[config.mk]
export PLATFORM = sky130hd
export DESIGN_NAME = adc_sample_fifo_flat
export DESIGN_NICKNAME = d
export VERILOG_FILES = /design/src/rtl/adc_sample_fifo_if.sv /design/src/rtl/adc_sample_fifo.sv /design/src/flat_wrapper.sv
export SDC_FILE = /design/constraint.sdc
export NUM_CORES = 1
export LEC_CHECK = 0
export BUFFER_PORTS_ARGS = -buffer_cell sky130_fd_sc_hd__buf_2
export CAP_MARGIN = 20
export CORE_MARGIN = 1
export CORE_UTILIZATION = 60
export DETAILED_ROUTE_END_ITERATION = 7
export PLACE_DENSITY = 0.78
export SYNTH_ARGS = -nofsm -noshare
export SYNTH_HDL_FRONTEND = slang
export SYNTH_SLANG_ARGS = --single-unit
[constraint.sdc]
create_clock -name clk -period 12.3 [get_ports clk]
set_input_delay 1.23 -clock clk [delete_from_list [all_inputs] [get_ports clk]]
set_output_delay 1.23 -clock clk [all_outputs]
set_load 0.1 [all_outputs]
[src/rtl/adc_sample_fifo_if.sv]
// rtl/adc_sample_fifo_if.sv - stream and status bundle for the ADC sample FIFO
//
// Purpose: groups the sample input, the ready/valid output stream and the
//          overflow/status signals of adc_sample_fifo.
// Signals:
//   in_data/in_valid      ADC sample strobe (no backpressure)
//   out_data/out_valid/out_ready  head-of-queue ready/valid stream
//   level, almost_full    occupancy status
//   overflow, drop_count  sticky drop flag and saturating drop counter
//   clear_overflow        synchronous clear of overflow and drop_count
// Modports: slave = the FIFO, master = the producer/consumer side.
interface adc_sample_fifo_if #(
  parameter int DATA_WIDTH = 16,
  parameter int DEPTH      = 16
);
  localparam int LW = $clog2(DEPTH) + 1;

  logic [DATA_WIDTH-1:0] in_data;
  logic                  in_valid;
  logic [DATA_WIDTH-1:0] out_data;
  logic                  out_valid;
  logic                  out_ready;
  logic [LW-1:0]         level;
  logic                  almost_full;
  logic                  overflow;
  logic [15:0]           drop_count;
  logic                  clear_overflow;

  modport slave (
    input  in_data, in_valid, out_ready, clear_overflow,
    output out_data, out_valid, level, almost_full, overflow, drop_count
  );

  modport master (
    output in_data, in_valid, out_ready, clear_overflow,
    input  out_data, out_valid, level, almost_full, overflow, drop_count
  );
endinterface

[src/rtl/adc_sample_fifo.sv]
// rtl/adc_sample_fifo.sv - register FIFO buffering ADC decimator samples
//
// Purpose: stores single-cycle ADC sample strobes in a DEPTH-entry register
//          array and presents them on a ready/valid stream. Samples arriving
//          while full (with no pop on the same edge) are dropped, which sets
//          a sticky overflow flag and bumps a saturating 16-bit drop counter.
// Ports:
//   clk  sole clock
//   rst  asynchronous, active-high reset
//   bus  adc_sample_fifo_if.slave (sample input, output stream, status)
module adc_sample_fifo #(
  parameter int DATA_WIDTH        = 16,
  parameter int DEPTH             = 16,
  parameter int ALMOST_FULL_LEVEL = 12
) (
  input  logic                    clk,
  input  logic                    rst,
  adc_sample_fifo_if.slave        bus
);
  localparam int AW = $clog2(DEPTH);
  localparam int LW = AW + 1;
  localparam logic [LW-1:0] FULL_LEVEL = LW'(DEPTH);
  localparam logic [LW-1:0] AF_LEVEL   = LW'(ALMOST_FULL_LEVEL);

  logic [DATA_WIDTH-1:0] mem [DEPTH];
  logic [AW-1:0]         wr_ptr;
  logic [AW-1:0]         rd_ptr;
  logic [LW-1:0]         level_q;
  logic                  overflow_q;
  logic [15:0]           drop_q;

  logic full;
  logic pop;
  logic push;
  logic drop;

  always_comb begin
    full = (level_q == FULL_LEVEL);
    pop  = (level_q != '0) && bus.out_ready;
    // A pop on the same edge frees the slot, so a full FIFO still accepts.
    push = bus.in_valid && (!full || pop);
    drop = bus.in_valid && full && !pop;
  end

  always_ff @(posedge clk or posedge rst) begin
    if (rst) begin
      for (int i = 0; i < DEPTH; i++) begin
        mem[i] <= '0;
      end
      wr_ptr  <= '0;
      rd_ptr  <= '0;
      level_q <= '0;
    end else begin
      if (push) begin
        mem[wr_ptr] <= bus.in_data;
        wr_ptr      <= wr_ptr + 1'b1;
      end
      if (pop) begin
        rd_ptr <= rd_ptr + 1'b1;
      end
      if (push && !pop) begin
        level_q <= level_q + 1'b1;
      end else if (pop && !push) begin
        level_q <= level_q - 1'b1;
      end
    end
  end

  // A drop coinciding with a clear wins: the counter restarts at one.
  always_ff @(posedge clk or posedge rst) begin
    if (rst) begin
      overflow_q <= 1'b0;
      drop_q     <= '0;
    end else if (drop) begin
      overflow_q <= 1'b1;
      if (bus.clear_overflow) begin
        drop_q <= 16'd1;
      end else if (drop_q != 16'hFFFF) begin
        drop_q <= drop_q + 16'd1;
      end
    end else if (bus.clear_overflow) begin
      overflow_q <= 1'b0;
      drop_q     <= '0;
    end
  end

  // All status outputs come from registers only.
  assign bus.out_data    = mem[rd_ptr];
  assign bus.out_valid   = (level_q != '0);
  assign bus.level       = level_q;
  assign bus.almost_full = (level_q >= AF_LEVEL);
  assign bus.overflow    = overflow_q;
  assign bus.drop_count  = drop_q;
endmodule

[src/flat_wrapper.sv]
// flat-port wrapper written by rule: the top's interface ports become plain ports
module adc_sample_fifo_flat 
#(
  parameter int DATA_WIDTH        = 16,
  parameter int DEPTH             = 16,
  parameter int ALMOST_FULL_LEVEL = 12
)
  (clk, rst, bus_in_data, bus_in_valid, bus_out_ready, bus_clear_overflow, bus_out_data, bus_out_valid, bus_level, bus_almost_full, bus_overflow, bus_drop_count);
  adc_sample_fifo_if #(.DATA_WIDTH(DATA_WIDTH), .DEPTH(DEPTH)) bus_i ();
  input  logic clk;
  input  logic rst;
  input wire logic [$bits(bus_i.in_data)-1:0] bus_in_data;
  input wire logic [$bits(bus_i.in_valid)-1:0] bus_in_valid;
  input wire logic [$bits(bus_i.out_ready)-1:0] bus_out_ready;
  input wire logic [$bits(bus_i.clear_overflow)-1:0] bus_clear_overflow;
  output wire logic [$bits(bus_i.out_data)-1:0] bus_out_data;
  output wire logic [$bits(bus_i.out_valid)-1:0] bus_out_valid;
  output wire logic [$bits(bus_i.level)-1:0] bus_level;
  output wire logic [$bits(bus_i.almost_full)-1:0] bus_almost_full;
  output wire logic [$bits(bus_i.overflow)-1:0] bus_overflow;
  output wire logic [$bits(bus_i.drop_count)-1:0] bus_drop_count;
  assign bus_i.in_data = bus_in_data;
  assign bus_i.in_valid = bus_in_valid;
  assign bus_i.out_ready = bus_out_ready;
  assign bus_i.clear_overflow = bus_clear_overflow;
  assign bus_out_data = bus_i.out_data;
  assign bus_out_valid = bus_i.out_valid;
  assign bus_level = bus_i.level;
  assign bus_almost_full = bus_i.almost_full;
  assign bus_overflow = bus_i.overflow;
  assign bus_drop_count = bus_i.drop_count;
  adc_sample_fifo #(.DATA_WIDTH(DATA_WIDTH), .DEPTH(DEPTH), .ALMOST_FULL_LEVEL(ALMOST_FULL_LEVEL)) u_core (.clk(clk), .rst(rst), .bus(bus_i));
endmodule
# Yosys cells after proc, flatten, opt, wreduce, memory -nomap -nowiden
# Cells that the tools add are included.
# classes
n_addsub	5
order_cmp	4
n_reduce_logical	16
n_mux	14
bitwise_logic	2
eq_ne	2
# op_table
operator	count
$bwmux 256	1
$mux 16	7
$bmux 16 s4	1
$demux 16 s4	1
$add 16x1->16 const B	1
$ne 16x16->1 const B	1
$ge 5x5->1 const B	2
$mux 5	2
$not 4->5	2
$add 4x1->4 const B	2
$logic_and 1x1->1	7
$reduce_bool 2->1	3
$add 5x1->5 const B	1
$eq 5x5->1 const B	1
$ge 5x4->1 const B	1
$lt 5x1->1 const B	1
$reduce_bool 5->1	1
$sub 5x1->5 const B	1
$logic_not 1->1	3
$mux 1	2
$reduce_and 2->1	1
$logic_or 1x1->1	1
# word_totals
reg_bits	286
input_bits	21

# Logic depth before layout (Yosys ltp)
# Gate-level depths: netlist of run 1.
# logic_depth
ltp_word	8
depth_mapped	11

# Least setup slack after synthesis of run 1
# Ideal clock, no wire load.
# synth_timing
kind	reg2out
start	reg u_core.rd_ptr[0]
end	out bus_out_data[0]
slack_ns	8.872
required_time_ns	11.070
arrival_ns	2.198
stages_incl_launch_ff	5
path_cell_list	dfrtp_1 buf_2 buf_2 mux4_2 mux4_2
# synth_via
elab_chain_cells	4
# synth_rtl
element	line_no	text
from (decl)	adc_sample_fifo.sv:27	logic [AW-1:0] rd_ptr;
from (signal assigned)	adc_sample_fifo.sv:59	rd_ptr <= rd_ptr + 1'b1;
$not 4->5 (not written as such)	adc_sample_fifo.sv:88	assign bus.out_data = mem[rd_ptr];
$bmux 16 s4	adc_sample_fifo.sv:88	
$mux 16 (not written as such) (2 in a row)	adc_sample_fifo.sv:88	
to (decl)	flat_wrapper.sv:16	output wire logic [$bits(bus_i.out_data)-1:0] bus_out_data;
# Every way passes these cells. The select of a mux whose other input is x is not followed.

# Worst setup path in the final report of run 1
# Same ends and word-level chain as after synthesis.

==> run summary, run 1 <==
Status: finished, final reports clean
Worst setup SP type: flop
First-iteration detailed-routing DRC count: 556
Number of buffers added on ports: 60
Dpl cells: 1,134
Placer congestion estimate: 0.797
Net count reported at finish: 919
Clk_lat worst skew: 0.55 ns
Yosys cell types: 44
Die width: 152 um
Pwr dens: 321 nW/um2
Syn Area/Cell: 16.1 um2
# hold bufs at CTS: 0
Root cell of the clock tree: clkbuf_16
Filler Cell Count: 1,441
RSZ-0062 raised after global routing: no
Core Region: 21,900 um2
Final setup viols: 0
Die area: 23,100 um2
Top cells by area, synth: dfrtp_1, mux2_2, mux4_2
TritonCTS clock tree: yes
Register area share after synthesis: 53.1%
FMAX: 210 MHz
DR WL/cell: 25.8 um
Syn Nets: 870
Total gr overflow: 0
RR Startpoint: u_core.bus.level[0]
Post-DP HPWL: 18,000 um
CTS max path bufs: 3
Crit path launch: u_core.rd_ptr[0]
First-pass GRT wire length: 49,200 um
Synth Flop Type: dfrtp_1
Setup TNS: 0 ns
Cell accounting for the most synthesized area: dfrtp_1
Routed vias/inst: 6.46
Max-cap viol count: 0
Min cycle time layout: 4.77 ns
Post-Syn Instances: 838
Initial antenna violation count: 3
Skew final: 0.0112 ns
# DRC: 0
Cts repair resizes: 0
Fin. max-slew vios: 0
Synthesized flop and latch total: 286
Layout Cells excl Fill: 1,192
Relative slew margins: 24.8%
Chip height: 152 um
Reg clk slew, reported paths: 0.06 ns
P_leak: 0.00651 uW
Finished Cell Area: 15,100 um2
P&R area growth vs syn: 11.8%
EDFF count, synth: 0
Overall routed net length: 30,700 um
CP Data Arrival Time: 3.54 ns
Largest net degree at the start of global routing: 133
Min-Delay Startpoint: u_core.mem[250]
CP endpoint kind: output port
Boundary Pins: 61
DRT Pass-1 Iters: 5
Worst Tran Pin Value: 1.13 ns
Initial Util: 61.6%
Vias in the first global route: 8,364
Post-CTS setup buffer count: 0
Placed Area: 13,900 um2
Period Utilization, post-route: 38.8%
CTS H-Tree Depth: 1
Final Hold Fails: 0
Cts bufs inserted: 30
Asr flop ratio synth: 100%
DR vias: 7,706
Peak supply drop: 0.434 mV
Sink Count: 286
CP Data Required Time: 11.07 ns
DRT antenna net count: 0
Flop2flop setup slack: 9.20 ns
Layout cell share with drive strength beyond 1: 54.8%
Synth Cell Area: 13,500 um2
WS Path Type: reg -> out
Ys Warns: 0
Worst hold-check path type: reg -> reg
Top cell type's share of synthesized area: 53.1%
Crit Path Max Fanout: 36
Row cnt: 54
GRT Total Usage: 27.6%
## path summary, 6_finish.rpt
check | endpoint | cells after the start
max | bus_out_data[0] | 4
min reg2reg | u_core.mem[250] | 1
max in group asynchronous | u_core.mem[242] | 4
min in group asynchronous | u_core.mem[150] | 2
max reg2reg | u_core.bus.level[4] | 10
min | u_core.mem[250] | 1
## stage by stage
step                      power, uW  util [%]  hold slack, ns  setup WS, ns
final                          4840      68.8           0.503          7.53
after global placement         3740      63.6           0.483          8.08
after detailed placement       3840      63.6           0.492          8.04
after global routing           5050      68.8           0.520          7.31
after CTS                      4860      68.7           0.505          7.44
after floorplan                3430         -           0.475          3.18
## routing by layer
metal  share of wire [%]  track usage [%]  vias up
met5               0.042                0        -
met4                 2.7             7.71        2
met3                 4.9             4.28       62
met2                  50             45.8      213
met1                  42             38.4     4172
li1                    -                -     3257
## cells by family after synthesis
group	count (synthesis)	synth area share, %
XOR/XNOR	10	0.650
flip-flops	286	53.1
buffers and inverters	68	2.92
multiplexers	340	36.2
AND/OR/NAND/NOR	79	3.80
AO/OA/AOI/OAI	44	2.26
adder cells (fa/ha/maj)	11	1.08
## critical path: stages, from the launching register on
cell,delay (ns)
dfrtp_4,0.84
buf_4,0.69
mux4_2,0.61
mux4_2,0.51
buf_2,0.32
## synth_stat cells, types with 2 or more instances
library cell and number:
dfrtp_1 286, mux2_2 219, mux4_2 80, mux2_4 40, clkbuf_1 32, buf_6 17
a21oi_1 15, nand2_1 13, ha_1 10, or4_1 10, nor2_2 9, o31ai_1 9
buf_2 8, nand4_1 8, o21ai_0 8, xnor2_1 8, inv_1 6, buf_1 5
nand3_1 5, and3_1 4, nand2b_1 4, nor2_1 4, a21o_1 3, and4_1 3
nor2_4 3, nor3_2 3, nor4_1 3, o211ai_2 3, and3b_1 2, nor2b_1 2
o21a_1 2, xor2_1 2
## layout make-up
type | count | area (um2) | share of cell area [%]
Multi-Input combinational cell | 484 | 5930 | 39.4
Inverter | 6 | 30.0 | 0.199
Clock inverter | 16 | 240 | 1.59
Clock buffer | 39 | 886 | 5.88
Tap cell | 280 | 350 | 2.33
Timing Repair Buffer | 79 | 455 | 3.02
Sequential cell | 286 | 7160 | 47.6
Antenna cell | 2 | 5.00 | 0.0332
## state kept, by name (all words and copies together), names as in the netlist
| register | flops |
|---|---|
| u_core.mem | 256 |
| u_core.rd_ptr | 4 |
| u_core.bus.overflow | 1 |
| u_core.bus.level | 5 |
| u_core.bus.drop_count | 16 |
| u_core.wr_ptr | 4 |
## where the power goes
part | switching (uW) | internal (uW)
Sequential | 363 | 1380
Combinational | 1140 | 944
Clock | 375 | 630
Total | 1880 | 2960
## layout by cell type (no fill, tap or decap), types with 5 or more instances in the layout
master     Yosys  final
o31ai_1        9      9
buf_2          8     60
clkbuf_16      0     31
a21oi_1       15     15
xnor2_1        8      8
mux4_2        80     80
ha_1          10     10
buf_4          0     18
nand3_1        5      5
nor2_2         9      9
dfrtp_1      286    283
or4_1         10     10
inv_1          6      5
nand2_1       13     13
clkbuf_8       0      8
bufinv_16      0      6
nand4_1        8      8
mux2_2       219    219
o21ai_0        8      8
mux2_4        40     40
clkinv_2       0      6
Power figures use the tool's default switching activity.
==> inputs of run 2 (changes only) <==
Settings changed: CORE_UTILIZATION 60 to 56, PLACE_DENSITY 0.78 to 0.76.
Clock period 12.3 ns to 4 ns, I/O delays scaled along.
==> run summary, run 2 (synthesized netlist as in run 1, its figures left out) <==
Worst setup SP type: flop (unchanged)
Biggest register: u_core.mem (unchanged)
RSZ-0062 raised after global routing: no (unchanged)
Die width: 157 um (was 152 um)
Reg clk slew, reported paths: 0.06 ns (about the same)
Status: finished, final reports clean (unchanged)
Critical path capture point: bus_out_data[9] (was bus_out_data[0])
Sink Count: 286 (unchanged)
Final setup viols: 0 (unchanged)
R2R cell count: 10 (unchanged)
Net count reported at finish: 925 (was 919)
P_leak: 0.00652 uW (was 0.00651 uW)
Die area: 24,700 um2 (was 23,100 um2)
CP endpoint kind: output port (unchanged)
# hold bufs at CTS: 0 (unchanged)
Setup TNS: 0 ns (unchanged)
Relative slew margins: 21.4% (was 24.8%)
Fin. max-slew vios: 0 (unchanged)
Initial Util: 57.2% (was 61.6%)
Max-cap viol count: 0 (unchanged)
DRT antenna net count: 0 (unchanged)
Chip height: 157 um (was 152 um)
GR met2 Demand/Resource: 41.8% (was 45.8%)
Vias in the first global route: 8,017 (was 8,364)
Worst hold-check path type: in -> async (was reg -> reg)
WS Path Type: reg -> out (unchanged)
Overall routed net length: 29,600 um (was 30,700 um)
Number of antenna repair diodes: 0 (was 2)
Min Hold Slack: 0.0247 ns (was 0.503 ns)
Flop2flop setup slack: 0.95 ns (was 9.20 ns)
DR vias: 7,578 (was 7,706)
Most frequent cells in the layout: dfrtp_1, mux2_2, mux4_2, buf_2, mux2_4 (unchanged)
DR WL/cell: 24.0 um (was 25.8 um)
DRT Pass-1 Iters: 4 (was 5)
Number of buffers added on ports: 60 (unchanged)
Boundary Pins: 61 (unchanged)
Crit path launch: u_core.rd_ptr[0] (unchanged)
Met1 Use GR: 36.6% (was 38.4%)
Root cell of the clock tree: clkbuf_16 (unchanged)
Skew final: 0.0123 ns (was 0.0112 ns)
Peak supply drop: 1.62 mV (was 0.434 mV)
# DRC: 0 (unchanged)
CTS H-Tree Depth: 1 (unchanged)
FMAX: 285 MHz
CP Data Required Time: 3.60 ns (was 11.07 ns)
RR Startpoint: u_core.bus.level[0] (unchanged)
Crit Path Max Fanout: 27 (was 36)
TritonCTS clock tree: yes (unchanged)
Core Region: 23,500 um2 (was 21,900 um2)
Period Utilization, post-route: 87.7%
Row cnt: 56 (was 54)
Pwr dens: 979 nW/um2 (was 321 nW/um2)
CP Data Arrival Time: 3.11 ns (was 3.54 ns)
Min cycle time layout: 3.51 ns
GRT Max-Usage Layer: met2 (unchanged)
Post-DP HPWL: 18,100 um (was 18,000 um)
CTS max path bufs: 3 (unchanged)
Total gr overflow: 0 (unchanged)
P&R area growth vs syn: 12.5% (was 11.8%)
Initial antenna violation count: 1 (was 3)
GRT Total Usage: 25.7% (was 27.6%)
Filler Cell Count: 1,705 (was 1,441)
Placer congestion estimate: 0.786 (was 0.797)
First-pass GRT wire length: 47,400 um (was 49,200 um)
Final Hold Fails: 0 (unchanged)
Layout cell share with drive strength beyond 1: 54.6% (was 54.8%)
Reg2reg end: u_core.bus.level[4] (unchanged)
Clk_lat worst skew: 0.55 ns (about the same)
Max FFs per register: 256 (unchanged)
Worst Tran Pin Value: 1.18 ns (was 1.13 ns)
Routed vias/inst: 6.13 (was 6.46)
Cts bufs inserted: 30 (unchanged)
Post-layout util: 64.4% (was 68.8%)
Commonest non-fill, non-tap cell in the layout: dfrtp_1 (unchanged)
Post-CTS setup buffer count: 0 (unchanged)
First-iteration detailed-routing DRC count: 415 (was 556)
Met3 GRT Util: 4.60% (was 4.28%)
Cts repair resizes: 0 (unchanged)
Largest net degree at the start of global routing: 97 (was 133)
run 2: changes by cell type in the layout (fill, tap and decap cells not counted), sizes merged:
cell,before,now
bufinv,6,5
clkinv,6,4
buf,79,85
clkbuf,39,41
diode,2,0
clkinvlp,4,7
inv,6,5
run 2: power by group:
group | leakage (uW) | total, uW | internal [uW] | switching [uW]
sequential | 0.00356 | 5180 | 4250 | 925
clock | 0.000517 | 3010 | 1850 | 1160
combinational | 0.00244 | 6660 | 2950 | 3710
total | 0.00652 | 14800 | 9050 | 5790
run 2: layout make-up:
cell class / count / area [um2] / area share [%]
clock buffer: 41 / 873 / 5.76
clock inverter: 15 / 215 / 1.42
inverter: 6 / 26.3 / 0.173
tap: 319 / 399 / 2.63
sequential: 286 / 7160 / 47.2
timing repair buffer: 85 / 538 / 3.55
multi-input combinational: 484 / 5950 / 39.2
run 2: how the worst min path moves through the flow:
| stage | from | end | cells after the start |
|---|---|---|---|
| floorplan | u_core.mem[144] | u_core.mem[144] | 1 |
| detailed placement | u_core.mem[6] | u_core.mem[6] | 1 |
| finish | rst | u_core.mem[179] | 2 |
| global route | rst | u_core.mem[179] | 2 |
| CTS | rst | u_core.mem[179] | 2 |
| global placement | u_core.mem[213] | u_core.mem[213] | 1 |
run 2: critical path: stages, from the launching register on:
cell and delay, ns:
dfrtp_4 0.79, buf_4 0.35, mux4_2 0.52, mux4_2 0.56, buf_2 0.33
run 2: routing by layer:
metal | vias to the layer above | wire, um
li1 | 3284 | -
met1 | 4050 | 12900
met2 | 201 | 14500
met3 | 43 | 1720
met4 | 0 | 561
met5 | - | 0
run 2: per-stage QoR:
stage	setup slack (ns)	total power (uW)	cells	instance area [um2]
detailed placement	0.963	11900	1180	14100
floorplan	-0.191	10600	838	13500
CTS	0.425	15000	1236	15200
finish	0.493	14800	1236	15200
global route	0.334	15500	1236	15200
global placement	1.02	11700	1180	14100
